==> config.mk <==
export PLATFORM = sky130hd
export DESIGN_NAME = fp_mul32_top
export DESIGN_NICKNAME = d
export VERILOG_FILES = /design/src/rtl/fp32_pkg.sv /design/src/rtl/fp_round.sv /design/src/rtl/fp_mul32_top.sv
export SDC_FILE = /design/constraint.sdc
export NUM_CORES = 2
export LEC_CHECK = 0
export ABC_CLOCK_PERIOD_IN_PS = 21300
export CAP_MARGIN = 0
export CORE_MARGIN = 5
export CORE_UTILIZATION = 35
export DETAILED_ROUTE_END_ITERATION = 16
export PLACE_DENSITY_LB_ADDON = 0.05
export SETUP_SLACK_MARGIN = 0.05
export SLEW_MARGIN = 20
export SYNTH_ARGS = -nofsm -noshare
export SYNTH_HDL_FRONTEND = slang
export SYNTH_SLANG_ARGS = --single-unit
==> constraint.sdc <==
create_clock -name clk -period 21.3 [get_ports clk]
set_input_delay 4.26 -clock clk [delete_from_list [all_inputs] [get_ports clk]]
set_output_delay 4.26 -clock clk [all_outputs]
set_load 0.03 [all_outputs]
==> src/rtl/fp32_pkg.sv <==
// Shared binary32 definitions: rounding modes, special encodings and field widths.
package fp32_pkg;

    typedef enum logic [2:0] {
        RNE = 3'd0,
        RTZ = 3'd1,
        RDN = 3'd2,
        RUP = 3'd3,
        RNA = 3'd4
    } rmode_e;

    localparam logic [31:0] QNAN    = 32'h7FC0_0000;
    localparam logic [31:0] POS_INF = 32'h7F80_0000;
    localparam logic [31:0] MAX_FIN = 32'h7F7F_FFFF;

    localparam int unsigned BIAS   = 127;
    localparam int unsigned EXP_W  = 8;
    localparam int unsigned FRAC_W = 23;
    localparam int unsigned SIG_W  = 24;
    localparam int unsigned PROD_W = 48;
    localparam int unsigned EXPI_W = 10;

endpackage

==> src/rtl/fp_round.sv <==
// Combinational rounder: applies the mode increment, renormalises a carry-out
// and resolves overflow/underflow into the final exponent and fraction.
module fp_round
    import fp32_pkg::*;
(
    input  logic                     i_sign,
    input  logic [SIG_W-1:0]         i_sig,
    input  logic                     i_g,
    input  logic                     i_r,
    input  logic                     i_s,
    input  logic signed [EXPI_W-1:0] i_exp,
    input  logic [2:0]               i_mode,
    output logic [FRAC_W-1:0]        o_frac,
    output logic [EXP_W-1:0]         o_exp,
    output logic                     o_ovf,
    output logic                     o_udf
);

    logic                     w_inexact;
    logic                     w_inc;
    logic                     w_inf_sel;
    logic [SIG_W:0]           w_sum;
    logic signed [EXPI_W-1:0] w_exp_r;
    logic [FRAC_W-1:0]        w_frac_r;

    // Rounding increment per mode; unknown codes fall back to ties-to-even.
    always_comb begin
        w_inexact = i_g | i_r | i_s;
        w_inc     = 1'b0;
        case (i_mode)
            3'(RTZ): w_inc = 1'b0;
            3'(RDN): w_inc = w_inexact & i_sign;
            3'(RUP): w_inc = w_inexact & ~i_sign;
            3'(RNA): w_inc = i_g;
            default: w_inc = i_g & (i_r | i_s | i_sig[0]);
        endcase
    end

    // Apply increment; a carry out of the significand leaves 1.0 with exponent + 1.
    always_comb begin
        w_sum    = {1'b0, i_sig} + (SIG_W+1)'(w_inc);
        w_exp_r  = i_exp + (w_sum[SIG_W] ? EXPI_W'(1) : EXPI_W'(0));
        w_frac_r = w_sum[SIG_W] ? '0 : w_sum[FRAC_W-1:0];
    end

    // Saturate on overflow (infinity or max finite depending on direction), flush on underflow.
    always_comb begin
        o_ovf     = (w_exp_r >= EXPI_W'(255));
        o_udf     = (w_exp_r <= EXPI_W'(0));
        o_exp     = w_exp_r[EXP_W-1:0];
        o_frac    = w_frac_r;
        w_inf_sel = 1'b1;
        case (i_mode)
            3'(RTZ): w_inf_sel = 1'b0;
            3'(RDN): w_inf_sel = i_sign;
            3'(RUP): w_inf_sel = ~i_sign;
            default: w_inf_sel = 1'b1;
        endcase
        if (o_ovf) begin
            o_exp  = w_inf_sel ? POS_INF[30:23] : MAX_FIN[30:23];
            o_frac = w_inf_sel ? POS_INF[22:0]  : MAX_FIN[22:0];
        end else if (o_udf) begin
            o_exp  = '0;
            o_frac = '0;
        end
    end

endmodule

==> src/rtl/fp_mul32_top.sv <==
// Two-stage binary32 multiplier: stage 1 captures operands and mode,
// stage 2 multiplies, normalises, rounds and registers the result and flags.
module fp_mul32_top
    import fp32_pkg::*;
(
    input  logic        clk,
    input  logic        rst,
    input  logic [2:0]  r_mode,
    input  logic [31:0] fp_X,
    input  logic [31:0] fp_Y,
    output logic [31:0] fp_Z,
    output logic        ovrf,
    output logic        udrf
);

    logic [31:0] r_x;
    logic [31:0] r_y;
    logic [2:0]  r_md;

    logic                     w_sx, w_sy, w_sign;
    logic [EXP_W-1:0]         w_ex, w_ey;
    logic [FRAC_W-1:0]        w_fx, w_fy;
    logic                     w_x_nan, w_y_nan, w_x_inf, w_y_inf, w_x_zero, w_y_zero;
    logic [PROD_W-1:0]        w_prod;
    logic [SIG_W-1:0]         w_sig;
    logic                     w_g, w_r, w_s;
    logic signed [EXPI_W-1:0] w_exp_pre;
    logic [FRAC_W-1:0]        w_rfrac;
    logic [EXP_W-1:0]         w_rexp;
    logic                     w_rovf, w_rudf;
    logic [31:0]              w_z;
    logic                     w_ov, w_ud;

    // Stage 1: register operands together with their rounding mode.
    always_ff @(posedge clk) begin
        if (rst) begin
            r_x  <= '0;
            r_y  <= '0;
            r_md <= '0;
        end else begin
            r_x  <= fp_X;
            r_y  <= fp_Y;
            r_md <= r_mode;
        end
    end

    // Field split and operand class decode; subnormals count as zero.
    always_comb begin
        w_sx     = r_x[31];
        w_sy     = r_y[31];
        w_ex     = r_x[30:23];
        w_ey     = r_y[30:23];
        w_fx     = r_x[22:0];
        w_fy     = r_y[22:0];
        w_sign   = w_sx ^ w_sy;
        w_x_nan  = (&w_ex) & (|w_fx);
        w_y_nan  = (&w_ey) & (|w_fy);
        w_x_inf  = (&w_ex) & ~(|w_fx);
        w_y_inf  = (&w_ey) & ~(|w_fy);
        w_x_zero = ~(|w_ex);
        w_y_zero = ~(|w_ey);
    end

    // Significand product, one-bit normalisation and guard/round/sticky extraction.
    always_comb begin
        w_prod    = PROD_W'({1'b1, w_fx}) * PROD_W'({1'b1, w_fy});
        w_exp_pre = EXPI_W'(w_ex) + EXPI_W'(w_ey) - EXPI_W'(BIAS) + EXPI_W'(w_prod[PROD_W-1]);
        if (w_prod[PROD_W-1]) begin
            w_sig = w_prod[47:24];
            w_g   = w_prod[23];
            w_r   = w_prod[22];
            w_s   = |w_prod[21:0];
        end else begin
            w_sig = w_prod[46:23];
            w_g   = w_prod[22];
            w_r   = w_prod[21];
            w_s   = |w_prod[20:0];
        end
    end

    fp_round u_round (
        .i_sign (w_sign),
        .i_sig  (w_sig),
        .i_g    (w_g),
        .i_r    (w_r),
        .i_s    (w_s),
        .i_exp  (w_exp_pre),
        .i_mode (r_md),
        .o_frac (w_rfrac),
        .o_exp  (w_rexp),
        .o_ovf  (w_rovf),
        .o_udf  (w_rudf)
    );

    // Special-case priority: NaN / inf*0, then infinity, then zero, else rounded product.
    always_comb begin
        w_z  = {w_sign, w_rexp, w_rfrac};
        w_ov = w_rovf;
        w_ud = w_rudf;
        if (w_x_nan || w_y_nan || (w_x_inf && w_y_zero) || (w_y_inf && w_x_zero)) begin
            w_z  = QNAN;
            w_ov = 1'b0;
            w_ud = 1'b0;
        end else if (w_x_inf || w_y_inf) begin
            w_z  = {w_sign, POS_INF[30:0]};
            w_ov = 1'b0;
            w_ud = 1'b0;
        end else if (w_x_zero || w_y_zero) begin
            w_z  = {w_sign, 31'd0};
            w_ov = 1'b0;
            w_ud = 1'b0;
        end
    end

    // Stage 2: register result and flags.
    always_ff @(posedge clk) begin
        if (rst) begin
            fp_Z <= '0;
            ovrf <= 1'b0;
            udrf <= 1'b0;
        end else begin
            fp_Z <= w_z;
            ovrf <= w_ov;
            udrf <= w_ud;
        end
    end

endmodule

==> metrics.md <==
| Metric | Value |
|---|---|
| DRC Markers | 0 |
| GRT Resource Usage Total | 21.2% |
| Number of flops mapped to enable cells by yosys | 0 |
| Final wirelength | roughly 77,000 um |
| Nets | between 3,000 and 4,000 |
| CTS buffer count | 9 |
| CP top delay family | adder cells |
| # setup viols final | 0 |
| Slew @ Worst Pin | about 0.93 ns |
| Number of placed cells counting well taps | approximately 3,700 |
| Leading cell type in the layout, fill and taps excluded | inv_1 |
| Cells after Synth | ~2,800 |
| Synthesis warning total | 0 |
| Initial core utilization | between 30% and 40% |
| Fin. Hold Viols | 0 |
| Synth top area cells | fa_1, ha_1, inv_1 |
| Die W | approximately 270 um |
| Hold path cells | 2 |
| # resized after CTS | 0 |
| Worst Setup SP | r_y[12] |
| DIE HEIGHT | between 200 and 300 um |
| Number of diodes | 0 |
| First-pass GRT wire length | ~120,000 um |
| Final cell count without fillers | approximately 3,700 |
| Post-synth top area share | 40.1% |
| Antenna violations before repair | 2 |
| Most frequent CP cell | fa_1 |
| End of the worst register-to-register path | fp_Z[22] |
| Final Max Tran Viols | 0 |
| R2R Setup Slk | 7.45 ns |
| DR WL met2 | 37,100 um |
| Buffers and inverters on the worst path | 10 |
| Fin Clk Skew | ~0.031 ns |
| RSZ-0062 raised after global routing | no |
| Final Util | about two fifths |
| Critical path endpoint category | register |
| Register area share after synthesis | under 10% |
| Final TNS setup | 0 ns |
| CORE AREA | between 60,000 and 70,000 sq um |
| Port bufs | ~100 |
| Routed wl met3 | 2820 um |
| Post-CTS Repair Setup Buffers | 0 |
| Peak VDD IR | approximately 0.077 mV |
| Worst R2R Start | r_y[12] |
| Sink Count | between 100 and 150 |
| WL/cell | around 21 um |
| Min Tclk post-route | approximately 14 ns |
| Post-Route M1 WL | about 36,000 um |
| 1st-iter DRT viols | between 800 and 900 |
| Clock transition at path regs | 0.09 ns |
| Largest area contributor in the netlist | fa_1 |
| Crit path DAT | 14.12 ns |
| Synth unique cells | between 80 and 90 |
| DR pass1 iterations | 5 |
| Layout area overhead | 9.17% |
| Critical path's largest stage delay | between 0.7 and 0.8 ns |
| Async S/R FF share, synth | 0% |
| Max Fclk | 0.0722 GHz |
| Hold EP | fp_Z[31] |
| Hold_buf cts | 0 |
| Filler cells | between 7,000 and 8,000 |
| Main synth FF type | dfxtp_1 |
| Htree depth | 3 |
| Clk_lat worst skew | approximately 0.39 ns |
| Antenna viol nets, final | 0 |
| Worst-path fanout max | 32 |
| Most frequent cells in the layout | inv_1, fa_1, nand2_1, and2_1, ha_1 |
| CP Data Required Time | 21.57 ns |
| Max_cap viols | 0 |
| Layout cell share with drive strength beyond 1 | 3.50% |
| Power density cells | ~110 nW/um^2 |
| Synth Register Bits | between 100 and 150 |
| Max Root-Sink Buffers | 2 |
| Die area | approximately 74,000 sq um |
| Hpwl dp | roughly 60,000 um |
| Vias in the first global route | between 20,000 and 25,000 |
| Max Used Layer | met4 |
| Vias per inst | about 5 |
| Crit path max-delay cell type | dfxtp_1 |
| Hold Startpoint | r_x[31] |
| Largest net degree at the start of global routing | 72 |
| Leak pwr | roughly 0.012 uW |
| R2r worst-path depth | slightly below 50 |
| Total number of vias | roughly 19,000 |
| Fin crit share | 65.0% |
| Hold Crit Class | reg2reg |
| Gr ovfl total | 0 |
| RePlAce Congestion | 0.866 |
| Post-Synthesis Net Count | roughly 3,500 |
| Crit path kind | reg2reg |
| CP Launch Type | register |
| Std-Cell Rows | 96 |
| CTS tree | built |
| Rel. slew slack | between 30% and 40% |
| Mapped cell area | approximately 24,000 sq um |
| CTS Root Cell | clkbuf_16 |
| Status | completed |
| Mapped Avg Cell Area | 8.70 sq um |
| # IOs | 103 |
[layout make-up]
class                      count  area (sq um)  share of cell area (%)
clock inverter                 7          86.3                   0.327
clock buffer                   9           225                   0.854
multi-input combinational   1962         19400                    73.7
sequential                   101          2030                    7.70
tap                          882          1100                    4.19
timing repair buffer         142          1320                    4.99
inverter                     581          2180                    8.27
[flip-flops by register name (all words and copies together) (netlist names)]
register  flops
udrf          1
fp_Z         32
ovrf          1
r_y          32
r_x          32
r_md          3
[worst register-to-register path, delay by kind of cell, from the launching register on]
family | cells | cell delay (ns)
fa+ha+maj | 12 | 4.96
simple gates | 13 | 2.67
compound gates | 13 | 3.23
buf+inv | 10 | 2.03
flops | 1 | 0.76
xor+xnor | 1 | 0.10
[kinds of logic after synthesis]
logic type,Yosys count,share of synthesized area [%]
AO/OA/AOI/OAI,272,7.73
XOR/XNOR,60,2.39
multiplexers,17,0.715
flip-flops,101,8.37
AND/OR/NAND/NOR,939,19.6
adder cells (fa/ha/maj),674,50.0
buffers and inverters,714,11.2
[cells in the mapped netlist, types with 10 or more instances]
cell	count
o211ai_1	25
xnor2_1	34
nor3_1	25
o21ai_0	44
clkbuf_1	113
nand2b_1	11
mux2i_1	15
buf_2	15
a21o_1	18
a21oi_1	81
xor2_1	22
nor4_1	20
nor2_1	103
dfxtp_1	101
inv_1	577
and2_1	231
ha_1	190
nand3_1	16
nand4_1	26
o21a_1	15
nand2_1	385
nor2b_1	71
a211oi_1	10
fa_1	484
[worst max path at each step]
stage	endpoint	cells after the start
after floorplan	fp_Z[10]	50
after global placement	fp_Z[22]	49
after detailed placement	fp_Z[22]	50
after CTS	fp_Z[22]	50
after global routing	fp_Z[22]	50
final	fp_Z[22]	49
[through the flow]
step / setup slack (ns) / power, uW / hold WS, ns / instance area (sq um)
floorplan: 9.63 / 1950 / 0.524 / 24200
global placement: 7.67 / 2660 / 0.594 / 26100
detailed placement: 7.55 / 2640 / 0.599 / 26100
CTS: 7.45 / 2860 / 0.610 / 26400
global route: 6.48 / 3110 / 0.638 / 26400
finish: 7.45 / 2850 / 0.580 / 26400
[power breakdown]
part / total, uW / internal, uW / switching [uW]
Sequential: 230 / 210 / 20.3
Combinational: 2430 / 851 / 1580
Clock: 184 / 85.3 / 98.3
Total: 2850 / 1150 / 1700
[layer usage]
| metal | GRT usage [%] | vias to the layer above |
|---|---|---|
| met1 | 30.1 | 9597 |
| li1 | - | 8515 |
| met5 | 0 | - |
| met3 | 2.15 | 47 |
| met2 | 36.0 | 390 |
| met4 | 3.48 | 0 |
Power figures use the tool's default switching activity.
